[config.mk]
export PLATFORM = sky130hd
export DESIGN_NAME = fir_engine_mc
export DESIGN_NICKNAME = d
export VERILOG_FILES = /design/src/rtl/fir_engine_mc.sv
export SDC_FILE = /design/constraint.sdc
export NUM_CORES = 1
export LEC_CHECK = 0
export ABC_CLOCK_PERIOD_IN_PS = 9700
export CORE_ASPECT_RATIO = 1.1
export CORE_UTILIZATION = 62
export CTS_CLUSTER_SIZE = 12
export DETAILED_ROUTE_END_ITERATION = 10
export PLACE_DENSITY = 0.79
export SETUP_SLACK_MARGIN = 0.5
export SYNTH_ARGS = -nofsm -noshare
export SYNTH_HDL_FRONTEND = slang
export SYNTH_HIERARCHICAL = 1
export SYNTH_SLANG_ARGS = --single-unit
export TNS_END_PERCENT = 50
[constraint.sdc]
create_clock -name clk -period 9.7 [get_ports clk]
set_input_delay 0.97 -clock clk [delete_from_list [all_inputs] [get_ports clk]]
set_output_delay 0.97 -clock clk [all_outputs]
set_load 0.05 [all_outputs]
[src/rtl/fir_engine_mc.sv]
// Time-multiplexed multi-channel FIR core.
// One serially loaded coefficient bank and one MAC are shared by Channels
// independent delay lines. Each accepted sample takes NTaps+2 cycles:
// one accept cycle, NTaps MAC cycles and one output/saturation cycle.

// Per-channel delay line: shifts the new sample into tap 0 on shift_en.
module fir_engine_mc_dline #(
    parameter int DataWidth = 12,
    parameter int NTaps     = 8
) (
    input  logic                                clk,
    input  logic                                reset,
    input  logic                                shift_en,
    input  logic [DataWidth-1:0]                din,
    output logic [NTaps-1:0][DataWidth-1:0]     taps
);

    logic [NTaps-1:0][DataWidth-1:0] taps_q;
    logic [NTaps-1:0][DataWidth-1:0] taps_d;

    // Next delay-line contents: older samples move one tap further out.
    always_comb begin
        taps_d = taps_q;
        if (shift_en) begin
            taps_d = {taps_q[NTaps-2:0], din};
        end
    end

    // Delay-line storage, cleared by reset.
    always_ff @(posedge clk) begin
        if (!reset) begin
            taps_q <= '0;
        end else begin
            taps_q <= taps_d;
        end
    end

    assign taps = taps_q;

endmodule

// Shared-MAC FIR engine with saturation, bypass, coefficient chain and overrun flag.
module fir_engine_mc #(
    parameter int DataWidth  = 12,
    parameter int CoeffWidth = 12,
    parameter int NTaps      = 8,
    parameter int Channels   = 2,
    parameter int ChWidth    = (Channels > 1) ? $clog2(Channels) : 1
) (
    input  logic                        clk,
    input  logic                        reset,
    input  logic                        start,
    input  logic [ChWidth-1:0]          ch,
    input  logic signed [DataWidth-1:0] x,
    input  logic                        bypass,
    input  logic                        lock,
    input  logic                        coeff_load_in,
    input  logic                        coeff_in,
    output logic                        coeff_out,
    output logic                        busy,
    output logic                        done,
    output logic signed [DataWidth-1:0] y,
    output logic [ChWidth-1:0]          y_ch,
    output logic                        sat,
    output logic                        overrun
);

    localparam int AccWidth  = DataWidth + CoeffWidth + $clog2(NTaps);
    localparam int ProdWidth = DataWidth + CoeffWidth;
    localparam int TapWidth  = $clog2(NTaps);
    localparam int CBits     = NTaps * CoeffWidth;

    // Clamp limits expressed at accumulator width so comparisons stay signed.
    localparam logic signed [AccWidth-1:0] YMax = AccWidth'((1 <<< (DataWidth - 1)) - 1);
    localparam logic signed [AccWidth-1:0] YMin = ~YMax;

    typedef enum logic [1:0] {
        IDLE = 2'd0,
        MAC  = 2'd1,
        OUT  = 2'd2
    } state_t;

    // ------------------------------------------------------------------
    // Coefficient shift chain
    // ------------------------------------------------------------------
    logic [CBits-1:0]                    c_q;
    logic [CBits-1:0]                    c_d;
    logic [NTaps-1:0][CoeffWidth-1:0]    coeff;

    // Shift one bit in MSB-first, only while the update window is open.
    always_comb begin
        c_d = c_q;
        if (coeff_load_in && lock) begin
            c_d = {c_q[CBits-2:0], coeff_in};
        end
    end

    // Coefficient bank register.
    always_ff @(posedge clk) begin
        if (!reset) begin
            c_q <= '0;
        end else begin
            c_q <= c_d;
        end
    end

    // Packed-array view with the same bit layout: coeff[k] = C[k*CoeffWidth +: CoeffWidth].
    assign coeff     = c_q;
    assign coeff_out = c_q[CBits-1];

    // ------------------------------------------------------------------
    // Control state
    // ------------------------------------------------------------------
    state_t                          state_q, state_d;
    logic [TapWidth-1:0]             tap_q, tap_d;
    logic signed [AccWidth-1:0]      acc_q, acc_d;
    logic [ChWidth-1:0]              ch_q, ch_d;
    logic                            byp_q, byp_d;
    logic signed [DataWidth-1:0]     x_q, x_d;
    logic                            busy_q, busy_d;
    logic                            done_q, done_d;
    logic signed [DataWidth-1:0]     y_q, y_d;
    logic [ChWidth-1:0]              y_ch_q, y_ch_d;
    logic                            sat_q, sat_d;
    logic                            overrun_q, overrun_d;

    logic                            ch_ok;
    logic                            accept;

    assign ch_ok  = int'(ch) < Channels;
    assign accept = start && !lock && ch_ok && (state_q == IDLE);

    // ------------------------------------------------------------------
    // Delay lines, one per channel; only the addressed channel shifts.
    // ------------------------------------------------------------------
    logic [Channels-1:0]                             shift_en;
    logic [Channels-1:0][NTaps-1:0][DataWidth-1:0]   taps_all;

    for (genvar g = 0; g < Channels; g++) begin : g_ch
        assign shift_en[g] = accept && (int'(ch) == g);

        fir_engine_mc_dline #(
            .DataWidth (DataWidth),
            .NTaps     (NTaps)
        ) u_dline (
            .clk      (clk),
            .reset    (reset),
            .shift_en (shift_en[g]),
            .din      (x),
            .taps     (taps_all[g])
        );
    end

    // ------------------------------------------------------------------
    // Datapath: one tap product per MAC cycle, then shift/clamp.
    // ------------------------------------------------------------------
    logic signed [DataWidth-1:0]     d_sel;
    logic signed [CoeffWidth-1:0]    c_sel;
    logic signed [ProdWidth-1:0]     prod;
    logic signed [AccWidth-1:0]      prod_ext;
    logic signed [AccWidth-1:0]      acc_shr;

    assign d_sel    = taps_all[ch_q][tap_q];
    assign c_sel    = coeff[tap_q];
    assign prod     = d_sel * c_sel;
    assign prod_ext = {{(AccWidth - ProdWidth){prod[ProdWidth-1]}}, prod};
    // Arithmetic shift drops the Q1.(CoeffWidth-1) fraction, rounding toward -inf.
    assign acc_shr  = acc_q >>> (CoeffWidth - 1);

    // Next-state and output logic for IDLE -> MAC -> OUT -> IDLE.
    always_comb begin
        state_d   = state_q;
        tap_d     = tap_q;
        acc_d     = acc_q;
        ch_d      = ch_q;
        byp_d     = byp_q;
        x_d       = x_q;
        busy_d    = busy_q;
        done_d    = 1'b0;
        y_d       = y_q;
        y_ch_d    = y_ch_q;
        sat_d     = sat_q;
        overrun_d = overrun_q;

        case (state_q)
            IDLE: begin
                if (accept) begin
                    ch_d    = ch;
                    byp_d   = bypass;
                    x_d     = x;
                    acc_d   = '0;
                    tap_d   = '0;
                    busy_d  = 1'b1;
                    state_d = MAC;
                end
            end
            MAC: begin
                if (lock) begin
                    // Coefficient update window opened: abandon this sample.
                    busy_d  = 1'b0;
                    state_d = IDLE;
                end else begin
                    acc_d = acc_q + prod_ext;
                    tap_d = tap_q + 1'b1;
                    if (tap_q == TapWidth'(NTaps - 1)) begin
                        state_d = OUT;
                    end
                end
            end
            OUT: begin
                if (lock) begin
                    busy_d  = 1'b0;
                    state_d = IDLE;
                end else begin
                    if (byp_q) begin
                        y_d   = x_q;
                        sat_d = 1'b0;
                    end else if (acc_shr > YMax) begin
                        y_d   = YMax[DataWidth-1:0];
                        sat_d = 1'b1;
                    end else if (acc_shr < YMin) begin
                        y_d   = YMin[DataWidth-1:0];
                        sat_d = 1'b1;
                    end else begin
                        y_d   = acc_shr[DataWidth-1:0];
                        sat_d = 1'b0;
                    end
                    y_ch_d  = ch_q;
                    done_d  = 1'b1;
                    busy_d  = 1'b0;
                    state_d = IDLE;
                end
            end
            default: begin
                busy_d  = 1'b0;
                state_d = IDLE;
            end
        endcase

        // A valid start that arrives while the engine is occupied is lost.
        if (start && !lock && ch_ok && (state_q != IDLE)) begin
            overrun_d = 1'b1;
        end
    end

    // FSM and result registers.
    always_ff @(posedge clk) begin
        if (!reset) begin
            state_q   <= IDLE;
            tap_q     <= '0;
            acc_q     <= '0;
            ch_q      <= '0;
            byp_q     <= 1'b0;
            x_q       <= '0;
            busy_q    <= 1'b0;
            done_q    <= 1'b0;
            y_q       <= '0;
            y_ch_q    <= '0;
            sat_q     <= 1'b0;
            overrun_q <= 1'b0;
        end else begin
            state_q   <= state_d;
            tap_q     <= tap_d;
            acc_q     <= acc_d;
            ch_q      <= ch_d;
            byp_q     <= byp_d;
            x_q       <= x_d;
            busy_q    <= busy_d;
            done_q    <= done_d;
            y_q       <= y_d;
            y_ch_q    <= y_ch_d;
            sat_q     <= sat_d;
            overrun_q <= overrun_d;
        end
    end

    assign busy    = busy_q;
    assign done    = done_q;
    assign y       = y_q;
    assign y_ch    = y_ch_q;
    assign sat     = sat_q;
    assign overrun = overrun_q;

endmodule

# == Word-level counts from Yosys, hierarchy flattened ==
# Index checks and enable logic that the tools add are counted.
# word_totals
register_bits,351
in_bits,20
out_inout_bits,18
wordCells,87
# classes
add_sub_neg,2
multipliers,1
n_lt_le_gt_ge,4
eq_ne,7
mux,26
n_bitwise,2
n_reduce_logical,16
# ops
operator,n
2-to-1 mux 96 bit,2
binary-select mux 12 bit (select 3 bit),2
2-to-1 mux 12 bit,5
2-to-1 mux 27 bit,2
case mux 27 bit (2 select lines),1
adder 27 x 24 -> 27 bit,1
multiplier 12 x 12 -> 24 bit,1
greater-than comparator 16 x 12 -> 1 bit (second input constant),1
less-than comparator 16 x 12 -> 1 bit (second input constant),1
AND reduction 2 bit,5
logical AND 1 bit,6
2-to-1 mux 1 bit,6
2-to-1 mux 2 bit,3
2-to-1 mux 3 bit,2
inequality test 2 bit (second input constant),3
case mux 3 bit (2 select lines),1
less-than comparator 3 x 4 -> 1 bit (second input constant),1
case mux 2 bit (2 select lines),1
nonzero test 2 bit,2
adder 3 x 1 -> 3 bit (second input constant),1
equality test 3 bit (second input constant),1
inequality test 3 bit (second input constant),1
AND reduction 3 bit,1
equality test 2 x 1 -> 1 bit (second input constant),1
6 further kinds,7

# == Logic depth before layout (Yosys ltp) ==
# logic_depth
ltp_word,8
depth_mapped,30
mapped_depth_nobuf,26

# == Cells and area by module ==
# The synthesis kept the hierarchy.
# modules_own_cells
mod,n_inst,cells_per_inst,area_each_um2
fir_engine_mc,1,1567,14600.3
fir_engine_mc_dline,2,309,3662.3

# == Worst setup path after synthesis ==
# No wires, ideal clock.
# synth_path
path_kind,reg-to-reg
startpoint,register tap_q[0]
endpoint,register acc_q[26]
setup_ns,0.126
arrival_ns,6.693
slack_ns,2.881
path_stages_with_launch,25
synth_period_minus_slack_ns,6.819
cell_sequence,dfxtp_1 -> buf_4 -> buf_2 -> mux4_2 -> mux2i_1 -> clkbuf_1 -> nand2b_1 -> fa_1 -> fa_1 -> inv_1 -> fa_1 -> fa_1 -> inv_1 -> fa_1 -> inv_1 -> ha_1 -> ha_1 -> a21oi_1 -> o21bai_1 -> a21o_1 -> or3_1 -> a221oi_1 -> o31ai_1 -> xnor2_1 -> o21ai_1
# synth_between
elab_chain_cells,6
elab_cells_between_ends,8
# synth_lines
item,line,source
start: declaration,115,"logic [TapWidth-1:0] tap_q, tap_d;"
start signal: assignment,263,tap_q <= tap_d;
"binary-select mux 12 bit (select 3 bit), on equally long branches","163, 164",
"2-to-1 mux 12 bit, on equally long branches","163, 164",
multiplier 12 x 12 -> 24 bit *,165,assign prod = d_sel * c_sel;
adder 27 x 24 -> 27 bit *,203,acc_d = acc_q + prod_ext;
2-to-1 mux 27 bit *,198,if (lock) begin
case mux 27 bit (2 select lines) *,185,case (state_q)
end signal: assignment,251,acc_q <= '0;
end signal: assignment,264,acc_q <= acc_d;
end: declaration,116,"logic signed [AccWidth-1:0] acc_q, acc_d;"
# Mark *: on every way between the ends. The rest lies on a longest branch, timed or not. The select of a mux whose other input is x is not followed.
# A chain may end at the register's enable or synchronous reset.

# == Worst setup path in the final report ==
# layout_path
startpoint,register ch_q
endpoint,register acc_q[24]
# layout_between
elab_chain_cells,8
# layout_lines
item,line,source
start: declaration,117,"logic [ChWidth-1:0] ch_q, ch_d;"
start signal: assignment,265,ch_q <= ch_d;
2-to-1 mux 96 bit (implied by the code) (2 in series),163,assign d_sel = taps_all[ch_q][tap_q];
binary-select mux 12 bit (select 3 bit),163,
2-to-1 mux 12 bit (implied by the code),163,
multiplier 12 x 12 -> 24 bit,165,
adder 27 x 24 -> 27 bit,203,
2-to-1 mux 27 bit,198,
case mux 27 bit (2 select lines),185,
# Every way passes these cells. The select of a mux whose other input is x is not followed.

==> impl_metrics.env <==
export IMPL_root_buffer="clkbuf_16"
export IMPL_drive_above_1_share_pct=8.30
export IMPL_worst_path_buf_inv=4
export IMPL_r2r_end="acc_q[24]$_SDFFE_PN0P_"
export IMPL_slowest_stage="dfxtp_4"
export IMPL_crit_family="adder cells"
export IMPL_cp_cell_sequence="mux4_2 -> mux2_2 -> o21ai_1 -> nor2b_1 -> fa_1 -> inv_1 -> fa_1 -> inv_1 -> fa_1 -> fa_1 -> fa_1 -> inv_1 -> fa_1 -> inv_1 -> ha_1 -> a21oi_1 -> nor2_1 -> a21oi_1 -> o21ai_1 -> o21ai_1 -> nor2_1 -> or4_1 -> nand3_1"
export IMPL_yosysSeqAreaShare_pct=32.0
export IMPL_cts_hold_buf=0
export IMPL_regToRegSetupSlack_ps=1810
export IMPL_outcome="completed"
export IMPL_grtUsageMet3_pct=3.77
export IMPL_grt_max_degree=115
export IMPL_rsz0062_at_grt="no"
export IMPL_min_to="acc_q[2]$_SDFFE_PN0P_"
export IMPL_grtUsageTotal_pct=27.1
export IMPL_ant_nets=0
export IMPL_maxCapViolCount=0
export IMPL_numCtsBuffers=39
export IMPL_ff2ff_path_depth=23
export IMPL_ys_seq_elements=351
export IMPL_synth_async_reset_ratio_pct=0
export IMPL_postCtsSetupRepairBufs=0
export IMPL_crit_path_max_incr_delay_ps=990
export IMPL_setup_viol=0
export IMPL_finalMaxSlewViolations=0
export IMPL_grt_pass1_wl_mm=78.7
export IMPL_crit_top_cell="fa_1"
export IMPL_mappedNetlistArea_um2=21900
export IMPL_overflow=0
export IMPL_hpwl_mm=32.6
export IMPL_r2r_start="ch_q$_SDFFE_PN0P_"
export IMPL_yosysUniqueCellTypes=55
export IMPL_drt_total_wl_mm=46.7
export IMPL_die_y_um=199
export IMPL_vdd_drop_max_mv=0.146
export IMPL_crit_type="reg -> reg"
export IMPL_cp_data_required_time_ps=10200
export IMPL_cts_resized=0
export IMPL_synth_warnings=6
export IMPL_placementRows=71
export IMPL_final_common_cell="dfxtp_1"
export IMPL_power_density_nw_per_um2=131
export IMPL_cp_max_fo=50
export IMPL_cp_arrival_ps=8390
export IMPL_max_freq_mhz=127
export IMPL_grt_use_met1_pct=35.2
export IMPL_min_period_over_period_pct=81.3
export IMPL_io_pins=38
export IMPL_wl_per_cell_um=17.9
export IMPL_ys_top_cells_by_area="dfxtp_1 (32%), fa_1 (16%), mux2i_1 (9.3%), mux4_2 (8.4%), nor2b_1 (7.1%)"
export IMPL_hold_path_depth=2
export IMPL_cellLeakagePower_nw=8.85
export IMPL_finalSetupTns_ps=0
export IMPL_fp_dieW_um=181
export IMPL_antenna_found_initial=0
export IMPL_yosys_area_top_type="dfxtp_1"
export IMPL_io_buffers=37
export IMPL_area_growth_pct=6.91
export IMPL_synth_nets=2455
export IMPL_gp_congestion=0.939
export IMPL_busiest_layer="met2"
export IMPL_drt_iter0_drc=1006
export IMPL_clock_skew_ps=15.5
export IMPL_synth_edf_count=0
export IMPL_final_nets=2413
export IMPL_cp_start_kind="register"
export IMPL_htreeDepth=2
export IMPL_syn_instance_count=2185
export IMPL_clock_latency_ps=560
export IMPL_end_kind="register"
export IMPL_fin_crit_ps=7890
export IMPL_initial_utilization_pct=63.6
export IMPL_core_um2=34500
export IMPL_cts_tree="yes"
export IMPL_clockBufferDepth=3
export IMPL_hold_viol=0
export IMPL_hp_start="acc_q[2]$_SDFFE_PN0P_"
export IMPL_hp_class="reg -> reg"
export IMPL_diodes=0
export IMPL_slew_headroom_pct=18.9
export IMPL_avgSynthCellArea_um2=10.0
export IMPL_ys_flop_type="dfxtp_1"
export IMPL_dieArea_um2=36100
export IMPL_synth_top_area_share_pct=32.0
export IMPL_use_met2_pct=46.7
export IMPL_drtPass1Iterations=6
export IMPL_first_global_vias=15600
export IMPL_layout_common_cells="dfxtp_1 (348), nand2_1 (322), nor2b_1 (249), mux2i_1 (203), inv_1 (199)"
export IMPL_tightestPinTransition_ps=1220
export IMPL_vias=15000
export IMPL_drcViolationCount=0
export IMPL_cts_sinks=351
export IMPL_avgViaCountPerCell=5.75
export IMPL_postLayoutCoreUtil_pct=68.0
export IMPL_clkTransAtPathRegs_ps=60
[Yosys cell counts (7+ instances only)]
| cell type | n |
|---|---|
| buf_2 | 19 |
| o21ai_1 | 15 |
| nand2_1 | 323 |
| dfxtp_1 | 351 |
| xnor2_1 | 16 |
| buf_1 | 13 |
| nor3_1 | 7 |
| ha_1 | 75 |
| nand2b_1 | 21 |
| a21o_1 | 7 |
| nor2b_1 | 249 |
| a31oi_1 | 13 |
| inv_1 | 200 |
| fa_1 | 175 |
| a22oi_1 | 7 |
| mux4_2 | 82 |
| mux2_2 | 8 |
| mux2i_1 | 203 |
| and2_1 | 7 |
| nor2_1 | 50 |
| xor2_1 | 8 |
| a21oi_1 | 142 |
| buf_12 | 8 |
| nand3_1 | 25 |
| buf_6 | 8 |
| o21ai_0 | 16 |
| clkbuf_1 | 71 |
| buf_4 | 18 |
[metal layers]
metal	vias up	share of wire, %
li1	7093	-
met1	7420	43
met2	368	50
met3	100	4.8
met4	0	2.5
met5	-	0
[report_power, final]
part,internal [mW],switching [mW]
registers,1.45,0.0154
logic,0.0586,0.0851
clock network,0.852,0.599
[flip-flops by register name (all words and copies together) (netlist names)]
register,cells
c_q,96
sat,1
overrun,1
y,12
state_q,2
tap_q,3
busy,1
byp_q,1
acc_q,27
y_ch,1
done,1
g_ch.u_dline/taps,192
ch_q,1
x_q,12
[per-stage QoR]
step                cell area, um2  setup WS [ps]  hold slack, ps  total power [mW]  std cells
finish                       23400           1810             453              3.06       2607
global route                 23400           1390             474              3.15       2607
CTS                          23400           1840             456              3.09       2607
detailed placement           22200           1860             448              1.64       2540
global placement             22200           2100             442              1.64       2540
floorplan                    21900           2880             432              1.61       2185
[kinds of logic (layout without fill, tap and decap cells)]
group / Yosys count / in the layout / share of synthesized area, %
fa+ha+maj: 250 / 250 / 20.3
mux: 293 / 293 / 18.1
compound gates: 228 / 228 / 5.88
simple gates: 697 / 697 / 15.5
xor+xnor: 24 / 24 / 0.959
buf+inv: 342 / 326 / 7.25
flops: 351 / 351 / 32.0
[worst reg2reg max path: stages (launching register included)]
cell	delay, ps
dfxtp_4	990
mux4_2	640
mux2_2	280
o21ai_1	710
nor2b_1	150
fa_1	530
inv_1	60
fa_1	520
inv_1	50
fa_1	500
fa_1	430
fa_1	490
inv_1	50
fa_1	490
inv_1	40
ha_1	370
a21oi_1	210
nor2_1	60
a21oi_1	100
o21ai_1	130
o21ai_1	350
nor2_1	110
or4_1	490
nand3_1	80
[how the worst max path moves through the flow]
stage / from / end / slack, ps / cells past startpoint
2_1_floorplan: tap_q[0]$_SDFFE_PN0P_ / acc_q[26]$_SDFFE_PN0P_ / 2880 / 24
3_3_place_gp: ch_q$_SDFFE_PN0P_ / acc_q[26]$_SDFFE_PN0P_ / 2100 / 22
3_5_place_dp: ch_q$_SDFFE_PN0P_ / acc_q[24]$_SDFFE_PN0P_ / 1860 / 23
4_1_cts: ch_q$_SDFFE_PN0P_ / acc_q[24]$_SDFFE_PN0P_ / 1840 / 23
5_1_grt: ch_q$_SDFFE_PN0P_ / acc_q[24]$_SDFFE_PN0P_ / 1390 / 22
6_report: ch_q$_SDFFE_PN0P_ / acc_q[24]$_SDFFE_PN0P_ / 1810 / 23
[cell type report]
class                   instances  area (um2)
repair buffers                 58         526
clock buffers                  57        1110
inverters                     201         759
clock inverters                10         128
fillers                      2574       11000
flip-flops and latches        351        7040
well taps                     438         548
multi-input cells            1492       13300
No activity file was read; power rests on OpenSTA's default activity.
